===== config.mk =====
export PLATFORM = sky130hd
export DESIGN_NAME = divider_cu_flat
export DESIGN_NICKNAME = d
export VERILOG_FILES = /design/src/rtl/divider_cu_pkg.sv /design/src/rtl/divider_cu_if.sv /design/src/rtl/divider_cu_dec.sv /design/src/rtl/divider_cu.sv /design/src/flat_wrapper.sv
export SDC_FILE = /design/constraint.sdc
export NUM_CORES = 1
export LEC_CHECK = 0
export CAP_MARGIN = 10
export CORE_AREA = 2 2 39 41
export CTS_CLUSTER_SIZE = 28
export DETAILED_ROUTE_END_ITERATION = 8
export DIE_AREA = 0 0 41 43
export GPL_TIMING_DRIVEN = 0
export PLACE_DENSITY = 0.66
export SETUP_SLACK_MARGIN = 0.5
export SYNTH_ARGS = -nofsm -noshare
export SYNTH_HDL_FRONTEND = slang
export SYNTH_HIERARCHICAL = 1
export SYNTH_SLANG_ARGS = --single-unit

===== constraint.sdc =====
create_clock -name clk -period 1.7 [get_ports clk]
set_input_delay 0.17 -clock clk [delete_from_list [all_inputs] [get_ports clk]]
set_output_delay 0.17 -clock clk [all_outputs]
set_load 0.02 [all_outputs]

===== src/rtl/divider_cu_pkg.sv =====
// Shared types for the restoring-divider control unit: FSM states and the datapath control bundle.
// Pure declarations, no logic and no latency; no handshake lives here.
package div_pkg;

    localparam int CNT_W      = 3;
    localparam int DIV_DATA_W = 4;

    typedef enum logic [2:0] {
        S_IDLE,
        S_LOAD,
        S_CHECK,
        S_SHIFT,
        S_UPDATE,
        S_DONE,
        S_ERR
    } div_state_t;

    typedef struct packed {
        logic yen;
        logic xen;
        logic ren;
        logic x_sl;
        logic xshiftbit;
        logic rsl;
        logic rsr;
        logic s1;
        logic s2;
        logic s3;
        logic load_cnt;
        logic ud;
        logic cen;
        logic busy;
        logic done;
        logic error;
    } div_ctl_t;

endpackage


===== src/rtl/divider_cu_if.sv =====
// Requester/datapath bundle around divider_cu: go and datapath flags in, every control strobe out.
// Wires only, zero latency; go is a level request, done/error are held (or pulsed) status.
interface divider_cu_if;
    import div_pkg::*;

    logic             go;
    logic             R_lt_Y;
    logic             cnt_out;
    logic             zeroerror;
    logic             Yen;
    logic             Xen;
    logic             Ren;
    logic             X_sL;
    logic             Xshiftbit;
    logic             RsL;
    logic             RsR;
    logic             s1;
    logic             s2;
    logic             s3;
    logic             load_cnt;
    logic             ud;
    logic             Cen;
    logic [CNT_W-1:0] n;
    logic             busy;
    logic             done;
    logic             error;

    modport slave (
        input  go, R_lt_Y, cnt_out, zeroerror,
        output Yen, Xen, Ren, X_sL, Xshiftbit, RsL, RsR, s1, s2, s3,
               load_cnt, ud, Cen, n, busy, done, error
    );

    modport master (
        output go, R_lt_Y, cnt_out, zeroerror,
        input  Yen, Xen, Ren, X_sL, Xshiftbit, RsL, RsR, s1, s2, s3,
               load_cnt, ud, Cen, n, busy, done, error
    );

endinterface


===== src/rtl/divider_cu_dec.sv =====
// State-to-control decoder for the divider FSM (Moore, except the UPDATE quotient bit on R_lt_Y).
// Purely combinational, zero latency; no backpressure.
module divider_cu_dec
    import div_pkg::*;
(
    input  div_state_t i_state,
    input  logic       i_R_lt_Y,
    input  logic       i_result_valid,
    output div_ctl_t   o_ctl
);

    always_comb begin
        o_ctl    = '0;
        o_ctl.s2 = 1'b1;
        o_ctl.s3 = 1'b1;
        case (i_state)
            S_IDLE: begin
                // A finished quotient stays visible until the next load when pulsed-done is built in.
                o_ctl.s2 = ~i_result_valid;
                o_ctl.s3 = ~i_result_valid;
            end
            S_LOAD: begin
                o_ctl.xen      = 1'b1;
                o_ctl.yen      = 1'b1;
                o_ctl.ren      = 1'b1;
                o_ctl.s1       = 1'b1;
                o_ctl.cen      = 1'b1;
                o_ctl.load_cnt = 1'b1;
                o_ctl.busy     = 1'b1;
            end
            S_CHECK: begin
                o_ctl.busy = 1'b1;
            end
            S_SHIFT: begin
                o_ctl.rsl  = 1'b1;
                o_ctl.cen  = 1'b1;
                o_ctl.busy = 1'b1;
            end
            S_UPDATE: begin
                o_ctl.x_sl      = 1'b1;
                o_ctl.xshiftbit = ~i_R_lt_Y;
                o_ctl.ren       = ~i_R_lt_Y;
                o_ctl.busy      = 1'b1;
            end
            S_DONE: begin
                o_ctl.done = 1'b1;
                o_ctl.s2   = 1'b0;
                o_ctl.s3   = 1'b0;
            end
            S_ERR: begin
                o_ctl.done  = 1'b1;
                o_ctl.error = 1'b1;
            end
            default: ;
        endcase
    end

endmodule


===== src/rtl/divider_cu.sv =====
// Restoring-divider control unit: loads operands, runs N_BITS shift/subtract rounds, flags /0.
// Done 2+2*N_BITS edges after go is sampled; go ignored while busy. DIV_CU_PULSE_DONE_EN: 1-cycle done.
module divider_cu
    import div_pkg::*;
#(
    parameter int N_BITS = 4
) (
    input  logic  clk,
    input  logic  rst,
    divider_cu_if.slave bus
);

    div_state_t r_state;
    div_state_t w_next;
    div_ctl_t   w_ctl;
    logic       w_result_valid;
    logic       w_err_hold;

    always_ff @(posedge clk or negedge rst) begin
        if (!rst) r_state <= S_IDLE;
        else      r_state <= w_next;
    end

    always_comb begin
        w_next = r_state;
        case (r_state)
            S_IDLE:   if (bus.go) w_next = S_LOAD;
            S_LOAD:   w_next = S_CHECK;
            S_CHECK:  w_next = bus.zeroerror ? S_ERR : S_SHIFT;
            S_SHIFT:  w_next = S_UPDATE;
            // The counter was decremented in SHIFT, so zero here means the last round just finished.
            S_UPDATE: w_next = bus.cnt_out ? S_DONE : S_SHIFT;
            S_DONE, S_ERR: begin
`ifdef DIV_CU_PULSE_DONE_EN
                w_next = S_IDLE;
`else
                if (!bus.go) w_next = S_IDLE;
`endif
            end
            default:  w_next = S_IDLE;
        endcase
    end

`ifdef DIV_CU_PULSE_DONE_EN
    logic r_result_valid;
    logic r_err_hold;

    always_ff @(posedge clk or negedge rst) begin
        if (!rst) begin
            r_result_valid <= 1'b0;
            r_err_hold     <= 1'b0;
        end else if (w_next == S_LOAD) begin
            r_result_valid <= 1'b0;
            r_err_hold     <= 1'b0;
        end else begin
            if (w_next == S_DONE) r_result_valid <= 1'b1;
            if (w_next == S_ERR)  r_err_hold     <= 1'b1;
        end
    end

    assign w_result_valid = r_result_valid;
    assign w_err_hold     = r_err_hold;
`else
    assign w_result_valid = 1'b0;
    assign w_err_hold     = 1'b0;
`endif

    divider_cu_dec u_dec (
        .i_state        (r_state),
        .i_R_lt_Y       (bus.R_lt_Y),
        .i_result_valid (w_result_valid),
        .o_ctl          (w_ctl)
    );

    assign bus.Yen       = w_ctl.yen;
    assign bus.Xen       = w_ctl.xen;
    assign bus.Ren       = w_ctl.ren;
    assign bus.X_sL      = w_ctl.x_sl;
    assign bus.Xshiftbit = w_ctl.xshiftbit;
    assign bus.RsL       = w_ctl.rsl;
    assign bus.RsR       = w_ctl.rsr;
    assign bus.s1        = w_ctl.s1;
    assign bus.s2        = w_ctl.s2;
    assign bus.s3        = w_ctl.s3;
    assign bus.load_cnt  = w_ctl.load_cnt;
    assign bus.ud        = w_ctl.ud;
    assign bus.Cen       = w_ctl.cen;
    assign bus.n         = CNT_W'(N_BITS);
    assign bus.busy      = w_ctl.busy;
    assign bus.done      = w_ctl.done;
    assign bus.error     = w_ctl.error | w_err_hold;

endmodule


===== src/flat_wrapper.sv =====
// flat-port wrapper written by rule: the top's interface ports become plain ports
module divider_cu_flat import div_pkg::*;
#(
    parameter int N_BITS = 4
)
  (clk, rst, bus_go, bus_R_lt_Y, bus_cnt_out, bus_zeroerror, bus_Yen, bus_Xen, bus_Ren, bus_X_sL, bus_Xshiftbit, bus_RsL, bus_RsR, bus_s1, bus_s2, bus_s3, bus_load_cnt, bus_ud, bus_Cen, bus_n, bus_busy, bus_done, bus_error);
  divider_cu_if bus_i ();
  input  logic clk;
  input  logic rst;
  input wire logic [$bits(bus_i.go)-1:0] bus_go;
  input wire logic [$bits(bus_i.R_lt_Y)-1:0] bus_R_lt_Y;
  input wire logic [$bits(bus_i.cnt_out)-1:0] bus_cnt_out;
  input wire logic [$bits(bus_i.zeroerror)-1:0] bus_zeroerror;
  output wire logic [$bits(bus_i.Yen)-1:0] bus_Yen;
  output wire logic [$bits(bus_i.Xen)-1:0] bus_Xen;
  output wire logic [$bits(bus_i.Ren)-1:0] bus_Ren;
  output wire logic [$bits(bus_i.X_sL)-1:0] bus_X_sL;
  output wire logic [$bits(bus_i.Xshiftbit)-1:0] bus_Xshiftbit;
  output wire logic [$bits(bus_i.RsL)-1:0] bus_RsL;
  output wire logic [$bits(bus_i.RsR)-1:0] bus_RsR;
  output wire logic [$bits(bus_i.s1)-1:0] bus_s1;
  output wire logic [$bits(bus_i.s2)-1:0] bus_s2;
  output wire logic [$bits(bus_i.s3)-1:0] bus_s3;
  output wire logic [$bits(bus_i.load_cnt)-1:0] bus_load_cnt;
  output wire logic [$bits(bus_i.ud)-1:0] bus_ud;
  output wire logic [$bits(bus_i.Cen)-1:0] bus_Cen;
  output wire logic [$bits(bus_i.n)-1:0] bus_n;
  output wire logic [$bits(bus_i.busy)-1:0] bus_busy;
  output wire logic [$bits(bus_i.done)-1:0] bus_done;
  output wire logic [$bits(bus_i.error)-1:0] bus_error;
  assign bus_i.go = bus_go;
  assign bus_i.R_lt_Y = bus_R_lt_Y;
  assign bus_i.cnt_out = bus_cnt_out;
  assign bus_i.zeroerror = bus_zeroerror;
  assign bus_Yen = bus_i.Yen;
  assign bus_Xen = bus_i.Xen;
  assign bus_Ren = bus_i.Ren;
  assign bus_X_sL = bus_i.X_sL;
  assign bus_Xshiftbit = bus_i.Xshiftbit;
  assign bus_RsL = bus_i.RsL;
  assign bus_RsR = bus_i.RsR;
  assign bus_s1 = bus_i.s1;
  assign bus_s2 = bus_i.s2;
  assign bus_s3 = bus_i.s3;
  assign bus_load_cnt = bus_i.load_cnt;
  assign bus_ud = bus_i.ud;
  assign bus_Cen = bus_i.Cen;
  assign bus_n = bus_i.n;
  assign bus_busy = bus_i.busy;
  assign bus_done = bus_i.done;
  assign bus_error = bus_i.error;
  divider_cu #(.N_BITS(N_BITS)) u_core (.clk(clk), .rst(rst), .bus(bus_i));
endmodule

-- Word level (Yosys, flattened, before mapping)
Index checks and enable logic that the tools add are counted.
- equal/unequal tests: 8
- reduce and logical (&&, ||, !) cells: 5
- bitwise logic cells: 1
- mux-type cells: 15
- operators with widths (kind ; count):
    $pmux W3 S6 ; 1
    $mux W3 ; 4
    $eq A3 B3 Y1 const B ; 3
    $eq A3 B2 Y1 const B ; 2
    $mux W1 ; 6
    $mux W2 ; 3
    $ne A2 B2 Y1 const B ; 2
    $reduce_or A2 Y1 ; 2
    $reduce_or A4 Y1 ; 1
    $eq A3 B1 Y1 const B ; 1
    $logic_not A3 Y1 ; 1
    $pmux W1 S2 ; 1
    $reduce_and A2 Y1 ; 1
    $not A1 Y1 ; 1
- input port bits: 6
- word-level logic and storage cells: 30
- register bits: 3
- output and inout bits: 19

-- Longest topological paths before layout
- word-level depth: 4
- mapped depth: 4
- mapped depth without buffers: 3

-- Modules after synthesis
Netlist, hierarchy kept.
- by module, submodules not included (module ; sequential area each (µm²) ; times used ; area an instance (µm²) ; cells each):
    divider_cu ; 75.1 ; 1 ; 232.7 ; 23
    divider_cu_dec ; 0.0 ; 1 ; 160.2 ; 24

-- Worst setup path after synthesis
No wires, ideal clock.
- kind: register to output
- from: reg u_core.r_state[1]
- to: out bus_Ren
- cell stages (with the launch flop): 4
- data arrival time: 1.361 ns
- buffers on the path: 1
- setup slack: 0.169 ns
- data required time: 1.530 ns
- cell sequence: dfrtp_1 -> buf_6 -> nor4b_2 -> a21o_1
- word-level cells in the longest chain between the ends: 2
- elaborated cells on any way between the ends: 3
- those cells by class: 2 x eq/ne; 1 x mux
- RTL lines (item ; RTL line ; source):
    start: declaration ; divider_cu.sv:13 ; div_state_t r_state;
    start signal: assignment ; divider_cu.sv:21 ; else r_state <= w_next;
    $eq A3 B3 Y1 or $eq A3 B1 Y1 (tied branches) ; divider_cu_dec.sv:16 ; case (i_state)
    $pmux W1 S2 * ; divider_cu_dec.sv:16 ;
    end: declaration ; flat_wrapper.sv:16 ; output wire logic [$bits(bus_i.Ren)-1:0] bus_Ren;
Mark *: on every way between the ends. The rest lies on a longest branch, timed or not.

-- Worst setup path after layout
Ends and elaborated chain as after synthesis.

==> impl_metrics.toml <==
[global_routing]
grt_pass1_vias = 346
antenna_found_initial = 0
grt_pass1_wl_um = 1410
grt_max_degree = 8
track_usage_pct = 12.2
grt_overflow = 0

[synthesis]
ys_types = 25
synth.ff_latch_count = 3
synth-seq-area-share_pct = 19.1
avgSynthCellArea_um2 = 8.36
syn-instance-count = 47
syn_area_um2 = 393
yosysWarnings = 6

[timing]
hold_viol = 0
tightest_slew_ns = 0.553
finalClockSkew_ns = 0.00229
fmax_mhz = 687
finalSetupViolations = 0
fin_crit_sh_pct = 85.7
slew_headroom_pct = 62.6
drv_slew = 0
rsz0062_at_grt = "true"
period_needed_ns = 1.46

[final_layout]
area_growth_pct = 100
largest_reg_flops = 3
nets = 88
top_register = "u_core/r_state"
final-instance-count-excl-fill = 97
reg.largest.list = "u_core/r_state x3"
diodes = 0
drive_above_1_share_pct = 63.0

[worst_setup_path]
regToRegSetupSlack_ns = 0.32
critPathLaunch = "u_core/r_state[1]$_DFFE_PN0P_"
crit_path_end = "bus_Ren"
r2r_end = "u_core/r_state[1]$_DFFE_PN0P_"
rr_worst_depth = 4
critPathArrivalTime_ns = 1.29
cp-end-kind = "output port"
worstReg2RegStart = "u_core/r_state[0]$_DFFE_PN0P_"
cp-start-kind = "flip-flop"
crit_fanout = 7
path_class = "reg -> out"
critPathRequiredTime_ns = 1.53

[detailed_routing]
drcViolationCount = 0
wl_per_cell_um = 9.70
drt_wl_total_um = 941
firstDrtPassIters = 3
via_count = 404
drtIter0Drc = 1
ant_nets = 0
vias_per_cell = 4.16

[die]
dieArea_mm2 = 0.00176
pin_count = 25
die_w_um = 41
core-area_mm2 = 0.00138
row_count = 14
start_util_pct = 28.4
dieHeight_um = 43

[job]
cap_viol_max_count = 0

[power_and_ir_drop]
leakage_uw = 0.000371
p_per_area_mw_per_mm2 = 2070
power_uw = 1630
peakVddDrop_mv = 0.760

[run_status]
status = "completed"

[cts]
clockBufferDepth = 2
cts_max_level = 1
ctsHoldBuffers = 0
cts_tree = "yes"
cts_buffers = 3
clk_pin_slew_ns = 0.04
cts-root-buf = "clkbuf_4"
insertion_delay_ns = 0.23
numClockSinks = 3

[placed_design]
gp_congestion = 0.699
dp.cells = 85
dp_hpwl_um = 651
io_buffers = 19

[worst_hold_path]
hold_class = "in -> async"
## cells in the final DEF (no fill, tap or decap), types with 3 or more instances in the layout
cell             synthesis  final
clkbuf_4                 0      3
conb_1                   3      6
buf_6                    2     16
buf_4                    9     14
dfrtp_2                  0      3
clkdlybuf4s50_1          0      5
## worst max-delay path, cell delays in order (launching register included)
cell,delay (ns)
dfrtp_2,0.39
buf_6,0.14
nor4b_4,0.26
a21o_1,0.14
buf_6,0.12
## logic make-up after synthesis
logic type / Yosys count / synth area share (%)
flops: 3 / 19.1
mux: 1 / 2.55
xor+xnor: 3 / 6.69
compound gates: 5 / 11.1
simple gates: 19 / 32.8
other cells: 3 / 2.87
buf+inv: 13 / 24.8
## Yosys cell counts
library cell	count	area share [%]
nand2b_1	3	4.8
or3b_1	1	2.2
o211ai_2	1	3.2
nand4b_1	1	2.2
nor2_1	5	4.8
a31oi_1	1	1.6
o221ai_1	2	4.5
dfrtp_1	3	19
or4b_4	1	3.5
inv_2	1	0.95
nand2_1	1	0.95
conb_1	3	2.9
and2_1	2	3.2
or2_1	1	1.6
buf_6	2	5.7
xor2_1	1	2.2
nand3b_1	1	1.9
nor4b_1	1	2.2
xnor2_1	2	4.5
nor4b_2	1	3.8
mux2i_1	1	2.5
inv_1	1	0.95
nor2b_1	1	1.6
buf_4	9	17
a21o_1	1	1.9
## stage by stage
stage | setup WS [ns] | setup TNS, ns | hold WS (ns) | cell area [um2] | util, %
after floorplan | 0.359 | 0 | -0.126 | 442 | -
after global placement | -0.128 | -0.503 | 0.363 | 652 | 47.1
after detailed placement | -0.153 | -0.682 | 0.363 | 652 | 47.1
after CTS | 0.221 | 0 | 0.122 | 751 | 54.2
after global routing | 0.180 | 0 | 0.120 | 787 | 56.9
final | 0.244 | 0 | 0.122 | 787 | 56.9
## per-layer routing
| metal | share of wire (%) | GRT usage (%) | up-vias |
|---|---|---|---|
| met4 | 0 | 8.00 | 0 |
| met2 | 57 | 22.2 | 18 |
| li1 | - | - | 212 |
| met1 | 33 | 11.3 | 174 |
| met3 | 9.2 | 1.57 | 0 |
| met5 | 0 | 0 | - |
## where the power goes
part / total [uW] / internal [uW] / switching, uW
clock network: 122 / 87.8 / 34.0
registers: 175 / 115 / 60.0
logic: 1340 / 724 / 612
total: 1630 / 926 / 706
## area by class of cell
cell class | count | area (um2)
repair buffers | 27 | 264
inverters | 2 | 7.51
multi-input cells | 34 | 289
plain buffers | 11 | 101
well taps | 16 | 20.0
clock buffers | 4 | 26.3
flip-flops and latches | 3 | 78.8
fillers | 132 | 597
## what timing repair did
action / CTS / global route
setup buffers: 8 / 0
endpoints found under the setup margin: 15 / 17
pin swaps: 2 / 4
gates resized for setup: 82 / 9
## worst min path at each step
stage | to | cells after the start
global route | u_core/r_state[2]$_DFFE_PN0P_ | 1
finish | u_core/r_state[2]$_DFFE_PN0P_ | 1
global placement | u_core/r_state[2]$_DFFE_PN0P_ | 1
detailed placement | u_core/r_state[2]$_DFFE_PN0P_ | 1
CTS | u_core/r_state[2]$_DFFE_PN0P_ | 1
floorplan | u_core/r_state[0]$_DFFE_PN0P_ | 0
No activity file was read; power rests on OpenSTA's default activity.
==> RTL change (config.mk and constraints unchanged) <==
Change the package constant `CNT_W` from 3 to 6.
--- a/src/rtl/divider_cu_pkg.sv
+++ b/src/rtl/divider_cu_pkg.sv
@@ -2,7 +2,7 @@
 // Pure declarations, no logic and no latency; no handshake lives here.
 package div_pkg;
 
-    localparam int CNT_W      = 3;
+    localparam int CNT_W      = 6;
     localparam int DIV_DATA_W = 4;
 
     typedef enum logic [2:0] {
Ports: changed (resized bus_n); port bits go from 25 to 28. No check against the original RTL was run, so the function may have changed too.
==> RTL change against the unedited design <==
- sequential cell count unchanged
- sequential power increased by 5%
- critical endpoint unchanged
- final cell count increased by 9.3%
- area after synthesis increased by 5.7%
- final area increased by 11%
- combinational power increased by 9.7%
- die area unchanged
- routed wire length increased by 5.4%
- setup slack improved by 0.0094 ns
- power increased by 9.2%
- largest cell class unchanged
==> RTL change: results <==
set metrics [dict create \
    synthFlopType "dfrtp_1" \
    placedCellCount 91 \
    detailed_place_hpwl_um 650.2 \
    critPathMaxFanout 6 \
    synthTopCellsByArea "buf_4 (22%), dfrtp_1 (18%), buf_6 (5.4%)" \
    grt_max_degree 9 \
    grt.met2_usage_pct 20.31 \
    avgSynthCellArea_um2 8.308 \
    avgViaCountPerCell 4.132 \
    clk_pin_slew_ns 0.04 \
    grt_pass1_wl_um 1490 \
    outcome "completed" \
    synth_seq_area_share_pct 18.07 \
    gp_congestion 0.7155 \
    whs_ns 0.1202 \
    grt_pass1_vias 361 \
    layout.nets 97 \
    drive_above_1_share_pct 64.44 \
    grtUsageMet1_pct 13.59 \
    place_area_um2 685.7 \
    ir_drop_v 0.0009263 \
    r2r-start "u_core/r_state[0]$_DFFE_PN0P_" \
    fillers 128 \
    met3_usage_pct 5.236 \
    synth_common_cells "buf_4 (12), nor2_1 (5), conb_1 (3), dfrtp_1 (3), nand2b_1 (3)" \
    worstRegToRegCells 4 \
    p_leak_nw 0.4288 \
    avgRoutedWirePerCell_um 9.358 \
    finClkSkew_ns 0.003720 \
    clk_latency_ns 0.23 \
    wl_um 992 \
    grt_usage_pct 12.07 \
    drt_iter0_markers 2 \
    relSlewSlack_pct 67.15 \
    drt-pass1-iter-count 3 \
    cts_buffer_depth 2 \
]
[RTL change: cell types whose count changed after synthesis, sizes merged]
| cell | unedited run | this run |
|---|---|---|
| buf | 11 | 14 |
[RTL change: report_power, final]
group          internal, W  switching, W
combinational     0.000818      0.000654
clock            0.0000880     0.0000373
sequential        0.000115     0.0000695
total              0.00102      0.000761
[RTL change: how the worst max path moves through the flow]
| stage | from | to | slack, ns | cells after the start |
|---|---|---|---|---|
| 2_1_floorplan | u_core/r_state[1]$_DFFE_PN0P_ | bus_Ren | 0.36 | 3 |
| 3_3_place_gp | u_core/r_state[2]$_DFFE_PN0P_ | bus_Yen | -0.13 | 4 |
| 3_5_place_dp | u_core/r_state[2]$_DFFE_PN0P_ | bus_Xen | -0.15 | 4 |
| 4_1_cts | u_core/r_state[1]$_DFFE_PN0P_ | bus_Ren | 0.22 | 4 |
| 5_1_grt | u_core/r_state[1]$_DFFE_PN0P_ | bus_Ren | 0.18 | 4 |
| 6_report | u_core/r_state[1]$_DFFE_PN0P_ | bus_Ren | 0.25 | 4 |
[RTL change: logic make-up after synthesis]
kind of cell,count (synthesis),share of synthesized area [%]
flip-flops,3,18.07
other,3,2.711
XOR/XNOR,3,6.326
AND/OR/NAND/NOR,19,31.03
multiplexers,1,2.410
buffers and inverters,16,28.91
AO/OA/AOI/OAI,5,10.54
[RTL change: critical path, stage by stage, from the launching register on]
cell     delay [ns]
dfrtp_2        0.40
buf_6          0.14
nor4b_4        0.25
a21o_1         0.13
buf_6          0.12
[RTL change: area by class of cell]
type / instances / area, um2 / area share (%)
flip-flops and latches: 3 / 78.83 / 9.000
inverters: 2 / 7.507 / 0.8571
plain buffers: 14 / 123.9 / 14.14
repair buffers: 30 / 306.5 / 35.00
well taps: 16 / 20.02 / 2.286
clock buffers: 4 / 26.28 / 3.000
multi-input cells: 37 / 312.8 / 35.71
[RTL change: routing by layer]
metal / vias to the layer above / wire, um
met2: 23 / 523
li1: 225 / -
met3: 0 / 122
met4: 0 / 0
met5: - / 0
met1: 190 / 345
[RTL change: repair_timing]
item,CTS,global route
gates resized for setup,85,10
pin swaps,5,3
endpoints found under the setup margin,15,17
buffers inserted,7,4
[RTL change: metrics by stage]
stage / setup slack [ns] / power [W]
3_5_place_dp: -0.1468 / 0.001252
4_1_cts: 0.2219 / 0.001620
2_1_floorplan: 0.3593 / 0.0008895
6_report: 0.2533 / 0.001783
3_3_place_gp: -0.1331 / 0.001239
5_1_grt: 0.1782 / 0.001911
